[config.mk]
export PLATFORM = sky130hd
export DESIGN_NAME = id_ex_stage
export DESIGN_NICKNAME = d
export VERILOG_FILES = /design/src/rtl/id_ex_stage.sv
export SDC_FILE = /design/constraint.sdc
export NUM_CORES = 1
export LEC_CHECK = 0
export CORE_MARGIN = 2
export CORE_UTILIZATION = 40
export CTS_CLUSTER_DIAMETER = 150
export CTS_CLUSTER_SIZE = 12
export DETAILED_ROUTE_END_ITERATION = 6
export PLACE_DENSITY_LB_ADDON = 0.15
export RECOVER_POWER = 50
export SLEW_MARGIN = 20
export SYNTH_ARGS = -nofsm -noshare
export SYNTH_HDL_FRONTEND = slang
export SYNTH_SLANG_ARGS = --single-unit
export TNS_END_PERCENT = 1
[constraint.sdc]
create_clock -name clk -period 3.3 [get_ports clk]
set_clock_uncertainty 0.1 [all_clocks]
set_input_delay 0.66 -clock clk [delete_from_list [all_inputs] [get_ports clk]]
set_output_delay 0.66 -clock clk [all_outputs]
set_load 0.005 [all_outputs]
[src/rtl/id_ex_stage.sv]
// ID/EX pipeline register with load-use hazard detection, flush/hold control,
// and EX/MEM, MEM/WB operand forwarding onto the ALU inputs.
module id_ex_stage #(
    parameter int REG_ADDR_W = 5,
    parameter int DATA_W     = 32,
    parameter int FUNC_W     = 6
) (
    input  logic                  clk,
    input  logic                  rst_n,
    input  logic                  id_valid,
    input  logic [REG_ADDR_W-1:0] id_rs,
    input  logic [REG_ADDR_W-1:0] id_rt,
    input  logic [REG_ADDR_W-1:0] id_rd,
    input  logic [DATA_W-1:0]     id_rs_val,
    input  logic [DATA_W-1:0]     id_rt_val,
    input  logic [DATA_W-1:0]     id_imm,
    input  logic                  id_use_imm,
    input  logic [FUNC_W-1:0]     id_func,
    input  logic                  id_reg_write,
    input  logic                  id_mem_read,
    input  logic                  id_mem_write,
    input  logic                  flush_i,
    input  logic                  stall_i,
    input  logic                  exmem_reg_write,
    input  logic [REG_ADDR_W-1:0] exmem_rd,
    input  logic [DATA_W-1:0]     exmem_result,
    input  logic                  memwb_reg_write,
    input  logic [REG_ADDR_W-1:0] memwb_rd,
    input  logic [DATA_W-1:0]     memwb_result,
    output logic                  id_stall,
    output logic                  ex_valid,
    output logic [DATA_W-1:0]     alu_a,
    output logic [DATA_W-1:0]     alu_b,
    output logic [FUNC_W-1:0]     ex_func,
    output logic [REG_ADDR_W-1:0] ex_rd,
    output logic                  ex_reg_write,
    output logic                  ex_mem_read,
    output logic                  ex_mem_write,
    output logic [DATA_W-1:0]     ex_store_data
);

    logic                  valid_q,    valid_d;
    logic [REG_ADDR_W-1:0] rs_q,       rs_d;
    logic [REG_ADDR_W-1:0] rt_q,       rt_d;
    logic [REG_ADDR_W-1:0] rd_q,       rd_d;
    logic [DATA_W-1:0]     rsVal_q,    rsVal_d;
    logic [DATA_W-1:0]     rtVal_q,    rtVal_d;
    logic [DATA_W-1:0]     imm_q,      imm_d;
    logic                  useImm_q,   useImm_d;
    logic [FUNC_W-1:0]     func_q,     func_d;
    logic                  regWrite_q, regWrite_d;
    logic                  memRead_q,  memRead_d;
    logic                  memWrite_q, memWrite_d;

    logic                  loadUse;
    logic [DATA_W-1:0]     fwdRs;
    logic [DATA_W-1:0]     fwdRt;

    // A store needs its rt data even when b comes from the immediate.
    always_comb begin
        loadUse = valid_q & memRead_q & (rd_q != '0) & id_valid &
                  ((rd_q == id_rs) |
                   ((rd_q == id_rt) & (~id_use_imm | id_mem_write)));
        id_stall = loadUse | stall_i;
    end

    always_comb begin
        valid_d    = valid_q;
        rs_d       = rs_q;
        rt_d       = rt_q;
        rd_d       = rd_q;
        rsVal_d    = rsVal_q;
        rtVal_d    = rtVal_q;
        imm_d      = imm_q;
        useImm_d   = useImm_q;
        func_d     = func_q;
        regWrite_d = regWrite_q;
        memRead_d  = memRead_q;
        memWrite_d = memWrite_q;
        if (stall_i) begin
            // Hold; a redirect arriving during a hold must be reasserted.
        end else if (flush_i || loadUse) begin
            valid_d    = 1'b0;
            rs_d       = '0;
            rt_d       = '0;
            rd_d       = '0;
            rsVal_d    = '0;
            rtVal_d    = '0;
            imm_d      = '0;
            useImm_d   = 1'b0;
            func_d     = '0;
            regWrite_d = 1'b0;
            memRead_d  = 1'b0;
            memWrite_d = 1'b0;
        end else begin
            valid_d    = id_valid;
            rs_d       = id_rs;
            rt_d       = id_rt;
            rd_d       = id_rd;
            rsVal_d    = id_rs_val;
            rtVal_d    = id_rt_val;
            imm_d      = id_imm;
            useImm_d   = id_use_imm;
            func_d     = id_func;
            regWrite_d = id_reg_write & id_valid;
            memRead_d  = id_mem_read  & id_valid;
            memWrite_d = id_mem_write & id_valid;
        end
    end

    always_ff @(posedge clk or negedge rst_n) begin
        if (!rst_n) begin
            valid_q    <= 1'b0;
            rs_q       <= '0;
            rt_q       <= '0;
            rd_q       <= '0;
            rsVal_q    <= '0;
            rtVal_q    <= '0;
            imm_q      <= '0;
            useImm_q   <= 1'b0;
            func_q     <= '0;
            regWrite_q <= 1'b0;
            memRead_q  <= 1'b0;
            memWrite_q <= 1'b0;
        end else begin
            valid_q    <= valid_d;
            rs_q       <= rs_d;
            rt_q       <= rt_d;
            rd_q       <= rd_d;
            rsVal_q    <= rsVal_d;
            rtVal_q    <= rtVal_d;
            imm_q      <= imm_d;
            useImm_q   <= useImm_d;
            func_q     <= func_d;
            regWrite_q <= regWrite_d;
            memRead_q  <= memRead_d;
            memWrite_q <= memWrite_d;
        end
    end

    // EX/MEM is the younger result, so it wins over MEM/WB; r0 is never forwarded.
    always_comb begin
        if (exmem_reg_write && (exmem_rd != '0) && (exmem_rd == rs_q)) begin
            fwdRs = exmem_result;
        end else if (memwb_reg_write && (memwb_rd != '0) && (memwb_rd == rs_q)) begin
            fwdRs = memwb_result;
        end else begin
            fwdRs = rsVal_q;
        end

        if (exmem_reg_write && (exmem_rd != '0) && (exmem_rd == rt_q)) begin
            fwdRt = exmem_result;
        end else if (memwb_reg_write && (memwb_rd != '0) && (memwb_rd == rt_q)) begin
            fwdRt = memwb_result;
        end else begin
            fwdRt = rtVal_q;
        end
    end

    always_comb begin
        ex_valid      = valid_q;
        ex_func       = func_q;
        ex_rd         = rd_q;
        ex_reg_write  = valid_q & regWrite_q;
        ex_mem_read   = valid_q & memRead_q;
        ex_mem_write  = valid_q & memWrite_q;
        alu_a         = fwdRs;
        alu_b         = useImm_q ? imm_q : fwdRt;
        ex_store_data = fwdRt;
    end

endmodule

==> impl_results.md <==
- Sequential cell area: 3054 sq um
- Clock sink count: 122
- Endpoint with the worst hold slack: imm_q[31]
- Weighted congestion reported at the end of routability-driven placement: 0.8284
- Total Routed Length: 29.82 mm
- Gate Count Post-Synth: 751
- Flip-flop and latch count after synthesis: 122
- Hold Path Class: reg -> reg
- Worst vdd ir: 0.3587 mV
- Area leader, netlist: dfrtp_1
- Path depth of the worst reg2reg path: 5
- Number of failing hold endpoints at the final stage: 0
- Synth Warn #: 0
- Largest net degree at the start of global routing: 124
- Detail-routed via count per cell: 5.469
- I/O pin cnt: 314
- GRT overflow: 0
- Initial core utilization: 0.4041
- Count of pins over their slew limit: 34
- Final-layout setup total negative slack: -1.592 ns
- Number of filler cells placed in the layout: 1482
- Worst flop-to-flop path startpoint: ex_rd[1]
- Number of remaining DRC errors: 0
- Clock-pin transition on the worst setup and hold timing paths: 0.05 ns
- Utilization after layout: 0.6865
- Number of enable-type register cells in the synthesized netlist: 0
- Clock tree from TritonCTS: built
- Vias in the first global route: 7775
- Count of buffers inserted at the top-level ports: 313
- Start point of the worst min-delay path: imm_q[31]
- Leading register cell type out of synthesis: dfrtp_1
- Via count: 7667
- Reported max-cap violation count: 1
- Number of buffers on the longest clock path: 2
- Crit path time final: 3.393 ns
- Max_slew headroom: -0.2123
- Area delta synth->final: 69.89%
- Number of cells traversed by the worst hold path: 1
- Cell total after placement: 1314
- Setup repair after global routing missed its margin: yes
- Fin crit share: 1.028
- Die Footprint: 20670 sq um
- Horizontal die dimension: 143.8 um
- Yosys top cell area share: 0.3908
- Post-DP HPWL: 18.93 mm
- Standby leakage power: 0.005577 uW
- Number of antenna-violating nets in the routed design: 0
- Clock tree root buffer cell: clkbuf_16
- Area contributors post-synth: dfrtp_1 (39%), a22o_1 (13%), nor2b_1 (9.0%)
- Highest-count cells in the layout ignoring fill and taps: clkdlybuf4s50_1 (191), dfrtp_1 (121), a22o_1 (117), nor2b_1 (112), buf_6 (62)
- Max Clock Freq: 294.7 MHz
- Nets: 1326
- Run status: complete, but fails checks
- Post-cts hold buffer count: 0
- Capturing point of the worst reg2reg path: rtVal_q[9]
- Placed cell area: 11530 sq um
- Iteration count of the initial detailed-routing pass: 5
- Synth Net Count: 953
- Starting DRT DRC Count: 390
- Number of setup violations in the final report: 31
- Synthesized area divided by synthesized cell count: 10.40 sq um
- Worst Setup Slack, final: -0.09298 ns
- Number of buffers added by the clock tree synthesis step: 17
- Number of rows created at floorplan: 51
- Most common cell after layout, fill and taps aside: clkdlybuf4s50_1
- Required arrival time at the worst endpoint: 2.54 ns
- Kind of capture point of the worst setup path: output port
- Kind of start point of the critical path: input port
- Data arrival time of the worst path: 2.63 ns
- Clock insertion delay at the later pin of the skew report: 0.42 ns
- Routed wirelength normalized by instance count: 21.27 um
- Cell area after synthesis: 7812 sq um
- Tightest Pin Transition: 1.818 ns
- Multi-input gate area in the final layout: 4937 sq um
- R2r setup slk: 0.26 ns
- Violated checks: capacitance limit, slew limit, setup timing
- Overall die height: 143.8 um
- # H-tree levels: 4
- Post-Layout Inst Area: 13270 sq um
- Initial antenna violation count: 1
- Area of the core region: 19330 sq um
- Global-route wire length before repair: 43.65 mm
- Register area share after synthesis: 0.3908
- Maximum net fanout on the critical path: 7
- GRT Overall Usage: 0.2787
- Final standard cell count with taps included and fillers excluded: 1402
- Critical path type: in -> out
- Share of flip-flops with an asynchronous set or reset after synthesis: 1.000
- Cell Pwr Density: 385.4 nW/um^2
- Fraction of final layout cells with drive strength greater than 1: 0.3011
- Count of cell types in the netlist: 40
[state kept, by name, summed over array words and instances (netlist names)]
name / cells
imm_q: 32
rsVal_q: 32
rtVal_q: 32
ex_func: 6
ex_rd: 5
rs_q: 5
rt_q: 5
ex_valid: 1
memRead_q: 1
memWrite_q: 1
regWrite_q: 1
useImm_q: 1
[report_power, final]
group	switching, uW	internal [uW]
Sequential	107	1610
Combinational	634	899
Clock	680	1180
[metrics by stage]
| stage | hold slack [ns] | total power (uW) | setup WS (ns) |
|---|---|---|---|
| after detailed placement | 0.3856 | 3078 | -0.8872 |
| final | 0.3993 | 5116 | -0.09298 |
| after floorplan | 0.2644 | 2276 | 0.3445 |
| after CTS | 0.09588 | 5059 | -0.1681 |
| after global routing | 0.4063 | 5309 | -0.1333 |
| after global placement | 0.3726 | 3065 | -0.8584 |
[layout make-up]
| type | instances | area share |
|---|---|---|
| multi-input cells | 554 | 0.3720 |
| repair buffers | 428 | 0.3286 |
| flip-flops and latches | 122 | 0.2301 |
| clock buffers | 24 | 0.03705 |
| well taps | 265 | 0.02498 |
| clock inverters | 7 | 0.006787 |
| inverters | 1 | 0.0002828 |
| diodes | 1 | 0.0001885 |
[cell families after synthesis]
family	Yosys count	share of synthesized area
and+or+nand+nor	234	0.1706
AOI/OAI and AO/OA	226	0.2719
DFF	122	0.3908
buffers and inverters	75	0.04596
muxes	64	0.08712
xor gates and xnor gates	30	0.03363
[metal layers]
metal	up-vias	part of all wire	GRT usage	wire, um
met3	64	0.063	0.06231	1871
met1	3796	0.41	0.3435	12080
met2	287	0.50	0.4702	14890
met4	0	0.033	0.1182	978
li1	3520	-	-	-
met5	-	0	0	0
[cell usage after synthesis (3+ instances only)]
cell type  count
dfrtp_1      122
a22o_1       117
nor2b_1      112
clkbuf_1      46
nor2_1        35
nand3_1       34
a21oi_1       32
mux2_2        32
mux2i_1       32
nor3_1        32
o21ai_1       32
a31oi_4       30
xnor2_1       23
buf_2         17
buf_1          7
xor2_1         7
a32o_1         5
and2_1         3
buf_12         3
nand4_1        3
[worst max path at each step]
stage	start	to	slack (ns)	cells past startpoint
finish	memwb_rd[3]	alu_b[2]	-0.09	11
detailed placement	memwb_rd[1]	alu_b[4]	-0.89	9
floorplan	exmem_rd[1]	alu_b[10]	0.34	7
global placement	memwb_rd[1]	alu_b[4]	-0.86	9
CTS	memwb_rd[4]	alu_b[2]	-0.17	11
global route	memwb_rd[3]	alu_b[2]	-0.13	11
[worst max-delay path: stages]
cell	delay (ns)
buf_8	0.10
or4_4	0.54
buf_6	0.14
o211ai_4	0.24
buf_6	0.18
buf_12	0.14
buf_8	0.11
o21ai_4	0.06
a31oi_4	0.19
mux2_4	0.18
buf_6	0.08
[what timing repair did]
item                                   in CTS  in global routing
pin swaps                                  33                 36
resized for setup                         356                127
cloned                                      7                  2
setup endpoints to repair                  96                 87
setup buffers                              38                 12
endpoints found under the hold margin       0                  0
Note: power is estimated with default switching activity, not from simulation.
==> RTL change, RTL diff (same settings) <==
Set the parameter `REG_ADDR_W` to 3 (it was 5).
--- a/src/rtl/id_ex_stage.sv
+++ b/src/rtl/id_ex_stage.sv
@@ -2,5 +2,5 @@
 // and EX/MEM, MEM/WB operand forwarding onto the ALU inputs.
 module id_ex_stage #(
-    parameter int REG_ADDR_W = 5,
+    parameter int REG_ADDR_W = 3,
     parameter int DATA_W     = 32,
     parameter int FUNC_W     = 6
Interface: changed (6 resized); port bits go from 314 to 302. The function was not compared with the original's and may differ.
==> RTL change against the unedited design <==
  * Synthesized area is 6.5% lower
  * Routed wire length down 3.9%
  * Critical path type unchanged
  * Worst hold slack worse by 24 ps
  * The flow still finishes with violations (capacitance limit, slew limit, setup timing)
  * Design area decreased by 6.6%
  * Largest power group unchanged
  * Total power grew 1.9%
  * Setup slack improved by 38 ps
  * Sequential cell count down 6
  * Via count grew 3.0%
  * Fmax rose by 1.1%
==> RTL change: results (changes against the unedited design) <==
{
  "max-vdd-ir-drop": {"value": 0.338, "unit": "mV", "change": "-5.6%"},
  "netlist_top_cells_count": {"value": "sky130_fd_sc_hd__nand2_1 (182), sky130_fd_sc_hd__dfrtp_1 (116), sky130_fd_sc_hd__o41ai_1 (115)"},
  "first_global_vias": {"value": 8127, "change": "+4.5%"},
  "synth_sequential_area_ratio": {"value": 39.8, "unit": "%", "change": "+0.68 points"},
  "postSynthNetCount": {"value": 1062, "change": "+11%"},
  "timing.final.ws_setup": {"value": -55.0, "unit": "ps", "change": "+38.0 ps"},
  "slew_viol_final": {"value": 32, "change": "-5.9%"},
  "detailedRoute.firstIterationViolations": {"value": 550, "change": "+41%"},
  "nClkBuffers": {"value": 23, "change": "-4.2%"},
  "layout.comb_gates.multi_input": {"value": 557, "change": "+0.54%"},
  "timing.max_cap.violations": {"value": 1, "change": "unchanged"},
  "worst_ep_arrival_time": {"value": 2590, "unit": "ps", "change": "-40 ps"},
  "clock_area_share": {"value": 5.45, "unit": "%", "change": "+1.1 points"},
  "bufAreaShareNonClock": {"value": 32.1, "unit": "%", "change": "-0.78 points"},
  "delay_of_the_slowest_critical_path_stage": {"value": 590, "unit": "ps", "change": "+50 ps"},
  "grt_util_all_layers": {"value": 29.8, "unit": "%", "change": "+2.0 points"},
  "multi_input_area": {"value": 4130, "unit": "sq um", "change": "-16%"},
  "final_layout_size_suffix_gt1_share": {"value": 17.4, "unit": "%", "change": "-13 points"},
  "violations": {"value": "capacitance limit, slew limit, setup timing"},
  "setup_violations_final": {"value": 8, "change": "-74%"},
  "routed_wl": {"value": 28600, "unit": "um", "change": "-3.9%"},
  "synth_area_leaders": {"value": "sky130_fd_sc_hd__dfrtp_1 (40%), sky130_fd_sc_hd__o41ai_1 (14%), sky130_fd_sc_hd__nand2_1 (9.4%)"},
  "first_pass_grt_wire_length": {"value": 45500, "unit": "um", "change": "+4.2%"},
  "num-fill-cells": {"value": 1437, "change": "-3.0%"},
  "place.detailed.hpwl": {"value": 18000, "unit": "um", "change": "-4.9%"},
  "run_status": {"value": "finished with violations"},
  "register_fraction_of_the_total_cell_area": {"value": 23.4, "unit": "%", "change": "+0.42 points"}
}
## RTL change: cell count changes in the layout (fill, tap and decap cells not counted), moves of 32 or more
cell and delta:
sky130_fd_sc_hd__a221oi_4 +32, sky130_fd_sc_hd__a22o_1 -117, sky130_fd_sc_hd__a31oi_4 -32, sky130_fd_sc_hd__and2_1 +33, sky130_fd_sc_hd__buf_6 -49, sky130_fd_sc_hd__inv_1 +112, sky130_fd_sc_hd__nand2_1 +180, sky130_fd_sc_hd__nand3_1 -33
sky130_fd_sc_hd__nor2b_1 -112, sky130_fd_sc_hd__o41ai_1 +115
## RTL change: worst reg2reg max path, cell delays in order, from the launching register on
cell                       delay, ps
sky130_fd_sc_hd__dfrtp_1         450
sky130_fd_sc_hd__o311ai_0        670
sky130_fd_sc_hd__a21oi_4          60
sky130_fd_sc_hd__clkbuf_4        780
sky130_fd_sc_hd__o41ai_1         740
## RTL change: timing repair
action,in CTS,in global routing
buffers inserted,24,1
gates cloned,6,0
hold endpoints to repair,0,0
pin swaps,77,12
setup endpoints to repair,96,90
gates resized for setup,306,31
## RTL change: through the flow
stage | worst slack [ps] | instance area, sq um | util, % | hold WS [ps] | cells
2_1_floorplan | 544 | 7300 | - | 264 | 870
3_3_place_gp | -712 | 10900 | 60.7 | 355 | 1374
3_5_place_dp | -716 | 10900 | 60.7 | 361 | 1374
4_1_cts | -77.4 | 12400 | 69.1 | 76.1 | 1434
5_1_grt | -129 | 12400 | 69.0 | 387 | 1435
6_report | -55.0 | 12400 | 69.0 | 375 | 1435
## RTL change: routing by layer
metal | share of wire [%] | global-route usage [%]
met1 | 41 | 38.1
met2 | 48 | 49.3
met3 | 8.0 | 7.42
met4 | 2.7 | 10.7
met5 | 0.045 | 0
## RTL change: worst paths after layout
check / from / endpoint / depth (start not counted) / slack, ps
worst min-delay path: rsVal_q[18] / rsVal_q[18] / 2 / 370
worst max-delay path: memwb_rd[2] / alu_b[21] / 9 / -50
max in group asynchronous: rst_n / useImm_q / 2 / 740
worst max register to register: ex_rd[0] / useImm_q / 4 / 340
min in group asynchronous: rst_n / imm_q[9] / 1 / 550
worst min register to register: rsVal_q[18] / rsVal_q[18] / 2 / 370
## RTL change: power by group
group	total [W]	switching (W)	internal, W	leakage [nW]
Combinational	0.00143	0.000624	0.000808	3.92
Sequential	0.00164	0.000104	0.00153	1.51
Clock	0.00214	0.000668	0.00147	0.327
Total	0.00521	0.00140	0.00382	5.76
## RTL change: logic make-up (layout without fill, tap and decap cells)
group,Yosys count,count (layout),synth area share [%]
AND/OR/NAND/NOR,290,290,16.6
XOR/XNOR,18,18,2.16
AO/OA/AOI/OAI,217,217,26.3
flip-flops,116,116,39.8
buffers and inverters,197,533,10.7
multiplexers,32,32,4.39
